## src/rtl/sf_tester_pattern_seq.sv

```systemverilog
`default_nettype none
// ============================================================================
// Module   : sf_tester_pattern_seq
// Brief    : Page-by-page flash test sequencer.  Generates or checks an
//            arithmetic byte pattern over one iteration slice of the device.
// Options  : SF_TESTER_ERR_ADDR_CAPTURE_EN - capture first mismatch address
// Revision : 1.0 - initial release
// ============================================================================
module sf_tester_pattern_seq #(
   parameter int PARM_TOTAL_BYTES = 33554432,
   parameter int PARM_ITER_COUNT  = 32,
   parameter int PARM_PAGE_BYTES  = 256,
   parameter int PARM_ERR_WIDTH   = 16
) (
   input  logic                               i_clk_20mhz,
   input  logic                               i_rst_20mhz,
   input  logic                               i_start,
   input  logic                               i_abort,
   input  logic                               i_mode,
   input  logic [$clog2(PARM_ITER_COUNT)-1:0] i_iter_sel,
   input  logic [7:0]                         i_pat_start,
   input  logic [7:0]                         i_pat_incr,
   output logic                               o_page_req,
   output logic [31:0]                        o_page_addr,
   output logic [7:0]                         o_wr_byte,
   output logic                               o_wr_valid,
   input  logic                               i_wr_ready,
   input  logic [7:0]                         i_rd_byte,
   input  logic                               i_rd_valid,
   input  logic                               i_page_done,
   output logic                               o_busy,
   output logic                               o_done,
   output logic                               o_pass,
   output logic [PARM_ERR_WIDTH-1:0]          o_err_count,
   output logic [31:0]                        o_err_addr
);

   localparam int c_iter_bytes = PARM_TOTAL_BYTES / PARM_ITER_COUNT;
   localparam int c_pages      = c_iter_bytes / PARM_PAGE_BYTES;
   localparam int c_bcnt_w     = (PARM_PAGE_BYTES > 1) ? $clog2(PARM_PAGE_BYTES) : 1;
   localparam int c_pcnt_w     = (c_pages > 1) ? $clog2(c_pages) : 1;

   localparam logic [c_bcnt_w-1:0]       c_last_byte  = c_bcnt_w'(PARM_PAGE_BYTES - 1);
   localparam logic [c_pcnt_w-1:0]       c_last_page  = c_pcnt_w'(c_pages - 1);
   localparam logic [31:0]               c_iter_span  = 32'(c_iter_bytes);
   localparam logic [31:0]               c_page_step  = 32'(PARM_PAGE_BYTES);
   localparam logic [PARM_ERR_WIDTH-1:0] c_err_max    = '1;

   generate
      if (c_pages < 1) begin : g_bad_geometry
         $error("sf_tester_pattern_seq: iteration slice smaller than one page");
      end
   endgenerate

   typedef enum logic [2:0] {
      ST_IDLE      = 3'd0,
      ST_PAGE_REQ  = 3'd1,
      ST_PAGE_DATA = 3'd2,
      ST_PAGE_WAIT = 3'd3,
      ST_DONE      = 3'd4
   } state_t;

   state_t                      r_state;
   state_t                      w_state_nxt;
   logic                        r_mode;
   logic [7:0]                  r_pat;
   logic [7:0]                  r_pat_incr;
   logic [c_bcnt_w-1:0]         r_byte_cnt;
   logic [c_pcnt_w-1:0]         r_page_cnt;
   logic [31:0]                 r_page_addr;
   logic [PARM_ERR_WIDTH-1:0]   r_err_count;
   logic                        r_done;
   logic                        r_pass;

   logic                        w_start_evt;
   logic                        w_xfer;
   logic                        w_last_byte;
   logic                        w_last_page;
   logic                        w_mismatch;
   logic [31:0]                 w_base;

   assign w_start_evt = (r_state == ST_IDLE) && i_start;
   // One data beat: a write handshake in generate mode, a read strobe in check mode.
   assign w_xfer      = (r_state == ST_PAGE_DATA) && (r_mode ? i_rd_valid : i_wr_ready);
   assign w_last_byte = (r_byte_cnt == c_last_byte);
   assign w_last_page = (r_page_cnt == c_last_page);
   assign w_mismatch  = w_xfer && r_mode && (i_rd_byte != r_pat);
   assign w_base      = 32'(i_iter_sel) * c_iter_span;

   always_ff @(posedge i_clk_20mhz) begin
      if (i_rst_20mhz) begin
         r_state <= ST_IDLE;
      end else begin
         r_state <= w_state_nxt;
      end
   end

   always_comb begin
      w_state_nxt = r_state;
      if (i_abort) begin
         w_state_nxt = ST_IDLE;
      end else begin
         case (r_state)
            ST_IDLE:      if (i_start) w_state_nxt = ST_PAGE_REQ;
            ST_PAGE_REQ:  w_state_nxt = ST_PAGE_DATA;
            ST_PAGE_DATA: if (w_xfer && w_last_byte) w_state_nxt = ST_PAGE_WAIT;
            ST_PAGE_WAIT: if (i_page_done) w_state_nxt = w_last_page ? ST_DONE : ST_PAGE_REQ;
            ST_DONE:      w_state_nxt = ST_IDLE;
            default:      w_state_nxt = ST_IDLE;
         endcase
      end
   end

   always_ff @(posedge i_clk_20mhz) begin
      if (i_rst_20mhz) begin
         r_mode      <= 1'b0;
         r_pat       <= '0;
         r_pat_incr  <= '0;
         r_byte_cnt  <= '0;
         r_page_cnt  <= '0;
         r_page_addr <= '0;
         r_err_count <= '0;
         r_done      <= 1'b0;
         r_pass      <= 1'b0;
      end else begin
         r_done <= 1'b0;
         if (i_abort) begin
            r_pass <= 1'b0;
         end else begin
            case (r_state)
               ST_IDLE: begin
                  if (w_start_evt) begin
                     r_mode      <= i_mode;
                     r_pat       <= i_pat_start;
                     r_pat_incr  <= i_pat_incr;
                     r_byte_cnt  <= '0;
                     r_page_cnt  <= '0;
                     r_page_addr <= w_base;
                     r_err_count <= '0;
                     r_pass      <= 1'b0;
                  end
               end
               ST_PAGE_DATA: begin
                  if (w_xfer) begin
                     // Pattern runs continuously across pages of the slice.
                     r_pat      <= r_pat + r_pat_incr;
                     r_byte_cnt <= w_last_byte ? '0 : r_byte_cnt + c_bcnt_w'(1);
                     if (w_mismatch && (r_err_count != c_err_max)) begin
                        r_err_count <= r_err_count + PARM_ERR_WIDTH'(1);
                     end
                  end
               end
               ST_PAGE_WAIT: begin
                  if (i_page_done && !w_last_page) begin
                     r_page_addr <= r_page_addr + c_page_step;
                     r_page_cnt  <= r_page_cnt + c_pcnt_w'(1);
                  end
               end
               ST_DONE: begin
                  r_done <= 1'b1;
                  r_pass <= r_mode && (r_err_count == '0);
               end
               default: ;
            endcase
         end
      end
   end

`ifdef SF_TESTER_ERR_ADDR_CAPTURE_EN
   logic [31:0] r_err_addr;

   // A zero error count before this beat marks the first mismatch of the run.
   always_ff @(posedge i_clk_20mhz) begin
      if (i_rst_20mhz) begin
         r_err_addr <= '0;
      end else if (!i_abort) begin
         if (w_start_evt) begin
            r_err_addr <= '0;
         end else if (w_mismatch && (r_err_count == '0)) begin
            r_err_addr <= r_page_addr + 32'(r_byte_cnt);
         end
      end
   end

   assign o_err_addr = r_err_addr;
`else
   assign o_err_addr = '0;
`endif

   assign o_page_req  = (r_state == ST_PAGE_REQ);
   assign o_page_addr = r_page_addr;
   assign o_wr_byte   = r_pat;
   assign o_wr_valid  = (r_state == ST_PAGE_DATA) && !r_mode;
   assign o_busy      = (r_state != ST_IDLE);
   assign o_done      = r_done;
   assign o_pass      = r_pass;
   assign o_err_count = r_err_count;

endmodule
`default_nettype wire

```

## config.mk

```make
export PLATFORM = sky130hd
export DESIGN_NAME = sf_tester_pattern_seq
export DESIGN_NICKNAME = d
export VERILOG_FILES = /design/src/rtl/sf_tester_pattern_seq.sv
export SDC_FILE = /design/constraint.sdc
export NUM_CORES = 1
export LEC_CHECK = 0
export BUFFER_PORTS_ARGS = -buffer_cell sky130_fd_sc_hd__buf_4
export CORE_MARGIN = 3
export CORE_UTILIZATION = 54
export DETAILED_ROUTE_END_ITERATION = 8
export GPL_TIMING_DRIVEN = 0
export PLACE_DENSITY = 0.82
export SLEW_MARGIN = 10
export SYNTH_ARGS = -nofsm -noshare
export SYNTH_HDL_FRONTEND = slang
export SYNTH_SLANG_ARGS = --single-unit
```

## constraint.sdc

```tcl
create_clock -name i_clk_20mhz -period 4.21 [get_ports i_clk_20mhz]
set_clock_uncertainty 0.2 [all_clocks]
set_input_delay 0.6315 -clock i_clk_20mhz [delete_from_list [all_inputs] [get_ports i_clk_20mhz]]
set_output_delay 0.6315 -clock i_clk_20mhz [all_outputs]
set_load 0.005 [all_outputs]
```

== After elaboration in Yosys (flattened, before gate mapping) ==
Cells that the tools add are included.
Operators by class
  bitwise logic cells: 1
  add/sub/neg operators: 5
  multiplexer cells: 26
  eq/ne operators: 15
  reductions and logical operators: 24
Operators by type and width (number)
  two-way mux 32 bit: 2
  case mux 32 bit (2 select lines): 1
  two-way mux 16 bit: 3
  two-way mux 8 bit: 5
  adder 32 x 9 -> 32 bit, second input constant: 1
  case mux 16 bit (2 select lines): 1
  case mux 8 bit (2 select lines): 2
  two-way mux 12 bit: 2
  case mux 12 bit (2 select lines): 1
  adder 16 x 1 -> 16 bit, second input constant: 1
  logical NOT 16 bit: 1
  != test 16 bit, second input constant: 1
  adder 12 x 1 -> 12 bit, second input constant: 1
  equality test 12 bit, second input constant: 1
  two-way mux 3 bit: 4
  case mux 3 bit (4 select lines): 1
  != test 2 bit, second input constant: 5
  logical AND 1 bit: 9
  adder 8 x 1 -> 8 bit, second input constant: 1
  adder 8 bit: 1
  equality test 8 bit, second input constant: 1
  != test 8 bit: 1
  AND reduction 4 bit: 2
  equality test 3 x 2 -> 1 bit, second input constant: 2
  other kinds (14): 21
Word-level totals
  logic and storage cells: 81
  output and inout bits: 93
  flip-flop bits (word level): 90
  input port bits: 37

== Longest topological paths before layout ==
  word-level depth: 8
  depth in mapped cells: 9
  mapped depth without buffers: 9

== Worst setup path before layout ==
Ideal clock, no wire load.
  kind: input -> register
  start: input i_abort
  end: register r_err_count[5] (netlist: o_err_count[5])
  buffers on the path: 1
  required time: 3.923 ns
  arrival: 2.079 ns
  stages: 6
  path slack: 1.844 ns
  cells stage by stage: clkbuf_1 -> nor4_1 -> o211a_1 -> a21oi_2 -> or2_1 -> o31ai_1
On the way
  word-level cells in the longest chain between the ends: 2
Ends and longest elaborated chain
  start, declared: line 18  | input logic i_abort,
  NOT 1 bit (no source line)
  AND reduction 5 bit (no source line)
  end signal, assigned: line 149  | r_err_count <= r_err_count + PARM_ERR_WIDTH'(1);
  end, declared: line 71  | logic [PARM_ERR_WIDTH-1:0] r_err_count;
No other way between the ends.
A chain may end at the register's enable or synchronous reset.

== Worst setup path in the final report ==
  start: register r_state[1]
  end: output o_wr_valid
On the way
  word-level cells in the longest chain between the ends: 2
Ends and longest elaborated chain
  start, declared: line 63  | state_t r_state;
  start signal, assigned: line 94  | r_state <= w_state_nxt;
  equality test 3 x 2 -> 1 bit: line 193  | assign o_wr_valid = (r_state == ST_PAGE_DATA) && !r_mode;
  logical AND 1 bit: line 193
  end, declared: line 26  | output logic o_wr_valid,
No other way between the ends.

==> reports/qor.csv <==
stage,metric,value,unit
outcome,status,finished clean,
yosys,Synth Register Bits,82,
yosys,Post-Syn Area per Cell,8.07,sq um
sta,setup_tns,0,ps
global_route,global-route wire length before repair,19800,um
clock_network,H-tree Lvls,3,
floorplanning,Die ar.,9850,sq um
yosys,sequential cell area fraction in the yosys report,35.0,%
global_route,gr usage total,24.2,%
critical_path,worst-path fanout max,10,
clock_network,CTS root buffer,clkbuf_8,
floorplanning,Die H,99.3,um
critical_path,crit path from,r_state[1],
final_layout,"Core Util, Final",70.2,%
yosys,Yosys top cell area share,35.0,%
sta,final hold viol count,0,
worst_hold_path,worst hold path type,reg2reg,
critical_path,crit path launch type,flop,
sta,"Slew Viols, Final",0,
critical_path,WP data arrival,1830,ps
job,max cap viols,0,
routing,final antenna-violating net count,0,
critical_path,WS Path Type,reg2out,
critical_path,worst r2r src,o_wr_byte[0],
yosys,Synth Cell Area,4700,sq um
yosys,Gate Count Post-Synth,582,
final_layout,Final nets,770,
yosys,synth warn,0,
routing,drt pass-1 iters,4,
worst_hold_path,WHS Endpoint,r_pat_incr[6],
final_layout,area grow syn2layout,24.6,%
global_route,initial antenna violation count,0,
clock_network,Longest Clk Path Bufs,2,
routing,DRC viols,0,
placement,global placer's final weighted congestion,0.909,
clock_network,postcts setup bufs,0,
global_route,GR Overflow Total,0,
final_layout,antenna fix cells,0,
sta,Max-slew headroom,50.0,%
routing,DRT iter0 DRCs,212,
power_and_ir_drop,VDD IR max,0.169,mV
final_layout,share of cells above drive strength 1,22.9,%
critical_path,Worst R2R End,o_wr_byte[6],
routing,Via density,5.46,
routing,drt wl/cell,14.4,um
placement,port bufs,88,
floorplanning,Site Rows,33,
sta,"Setup violations, final",0,
routing,vias post-DR,4531,
clock_network,post-CTS sizing,0,
worst_hold_path,hold path depth,2,
critical_path,r2r setup slk,1640,ps
global_route,largest net degree at the start of global routing,14,
power_and_ir_drop,leakage power,0.00250,uW
yosys,Most used DFF post-synth,dfxtp_1,
clock_network,hold_buf cts,0,
floorplanning,Top Ports,130,
power_and_ir_drop,Pwr Density,284,nW/um^2
sta,f_max,376,MHz
placement,HPWL Detailed,9000,um
clock_network,CTS tree,built,
clock_network,number of buffers created by CTS,9,
floorplanning,Initial Util,56.3,%
critical_path,CP Capture Type,output port,
floorplanning,chip width,99.3,um
yosys,"top cells by area, synth","dfxtp_1 35%, buf_4 6.6%, nor2_1 6.0%",
worst_hold_path,startpoint of the lowest-slack hold path,r_pat_incr[6],
yosys,"EDFF count, synth",0,
sta,RSZ-0062 raised after global routing,false,
routing,DRT Wirelength,12000,um
clock_network,clock transition at the registers of the reported paths,90,ps
clock_network,clock latency on the worst-skew pair,360,ps
yosys,post-synth cell types,59,
yosys,post-synthesis async set-or-reset flop share,0,%
clock_network,clk sinks,82,
floorplanning,Core ar.,8340,sq um
sta,final period utilization,63.1,%
global_route,vias in the first global route,4278,
critical_path,worst reg-to-reg path cell count,9,
sta,min Tclk post-route,2660,ps
yosys,cell taking the most area after synthesis,dfxtp_1,
critical_path,Critical Path RT,3380,ps
sta,worst slew pin tran,751,ps
stage by stage:
step                hold WS, ps  worst slack, ps  area (sq um)  total power (uW)  instances
finish                      278             1550          5850              1660        830
global route                294             1470          5850              1730        830
CTS                         269             1550          5850              1670        830
detailed placement          254             1370          5630              1040        814
global placement            250             1400          5630              1030        814
floorplan                   240             1840          4840               963        621
cell families after synthesis:
logic type	share of synthesized area, %
xor gates and xnor gates	8.77
and+or+nand+nor	28.5
adders and majority gates	3.62
buffers and inverters	10.3
other	0.0799
muxes	0.213
AOI/OAI and AO/OA	13.5
DFF	35.0
per-layer routing:
| layer | track usage, % | share of wire, % |
|---|---|---|
| met1 | 30.7 | 42 |
| met2 | 43.0 | 49 |
| met3 | 3.30 | 7.1 |
| met4 | 7.04 | 1.4 |
| met5 | 0 | 0 |
worst max-delay path by stage:
stage | end | slack, ps | cells past startpoint
5_1_grt | o_wr_byte[6] | 1470 | 9
3_3_place_gp | o_err_count[5] | 1400 | 6
2_1_floorplan | o_err_count[5] | 1840 | 6
4_1_cts | o_wr_valid | 1550 | 5
6_report | o_wr_valid | 1550 | 5
3_5_place_dp | o_err_count[5] | 1370 | 6
cell usage after synthesis (3+ instances only):
cell type / number
a211oi_1: 6
a21o_1: 4
a21oi_1: 35
a311oi_1: 3
a31oi_1: 6
and2_1: 5
and3_1: 8
and4_1: 5
buf_2: 7
buf_4: 41
buf_6: 4
clkbuf_1: 14
dfxtp_1: 82
ha_1: 12
inv_1: 10
nand2_1: 53
nand2b_1: 6
nand3_1: 26
nand3b_1: 4
nand4_1: 23
nor2_1: 75
nor3_1: 16
nor3_2: 3
nor3b_1: 6
nor4_1: 9
o21ai_0: 24
o22a_1: 3
o31ai_1: 4
or3_1: 4
xnor2_1: 22
xor2_1: 25
report_power, final:
part	internal (uW)	switching (uW)
Clock	349	289
Sequential	791	18.8
Combinational	106	111
Total	1250	418
critical path, cell delays in order, from the launching register on:
cell and delay [ps]:
dfxtp_1 370, or3b_1 370, clkbuf_1 160, clkbuf_1 290
nor2_1 160, buf_4 120
layout by cell type (no fill, tap or decap), drive strengths merged, types with 6 or more instances in the layout:
| master | instances |
|---|---|
| a21oi | 36 |
| nor2 | 76 |
| o21ai | 25 |
| nand2 | 54 |
| dfxtp | 82 |
| nand4 | 23 |
| xor2 | 25 |
| clkbuf | 25 |
| nor4 | 9 |
| and2 | 6 |
| a31oi | 6 |
| nor3 | 21 |
| inv | 10 |
| conb | 40 |
| buf | 142 |
| xnor2 | 22 |
| a211oi | 6 |
| nand2b | 6 |
| nand3 | 26 |
| and3 | 8 |
| nor3b | 8 |
| ha | 12 |
state kept, by name (all words and copies together), names as in the netlist:
register and cells:
o_wr_byte 8, r_pat_incr 8, o_err_count 16, r_mode 1, r_byte_cnt 8, o_page_addr 24, r_page_cnt 12, o_done 1
r_state 3, o_pass 1
cell type report:
| class | count | area (sq um) |
|---|---|---|
| plain buffers | 68 | 448 |
| clock buffers | 11 | 141 |
| clock inverters | 5 | 77.6 |
| fillers | 690 | 2490 |
| inverters | 10 | 37.5 |
| multi-input cells | 461 | 2720 |
| flip-flops and latches | 82 | 1640 |
| well taps | 105 | 131 |
| repair buffers | 88 | 661 |
Power figures use the tool's default switching activity.
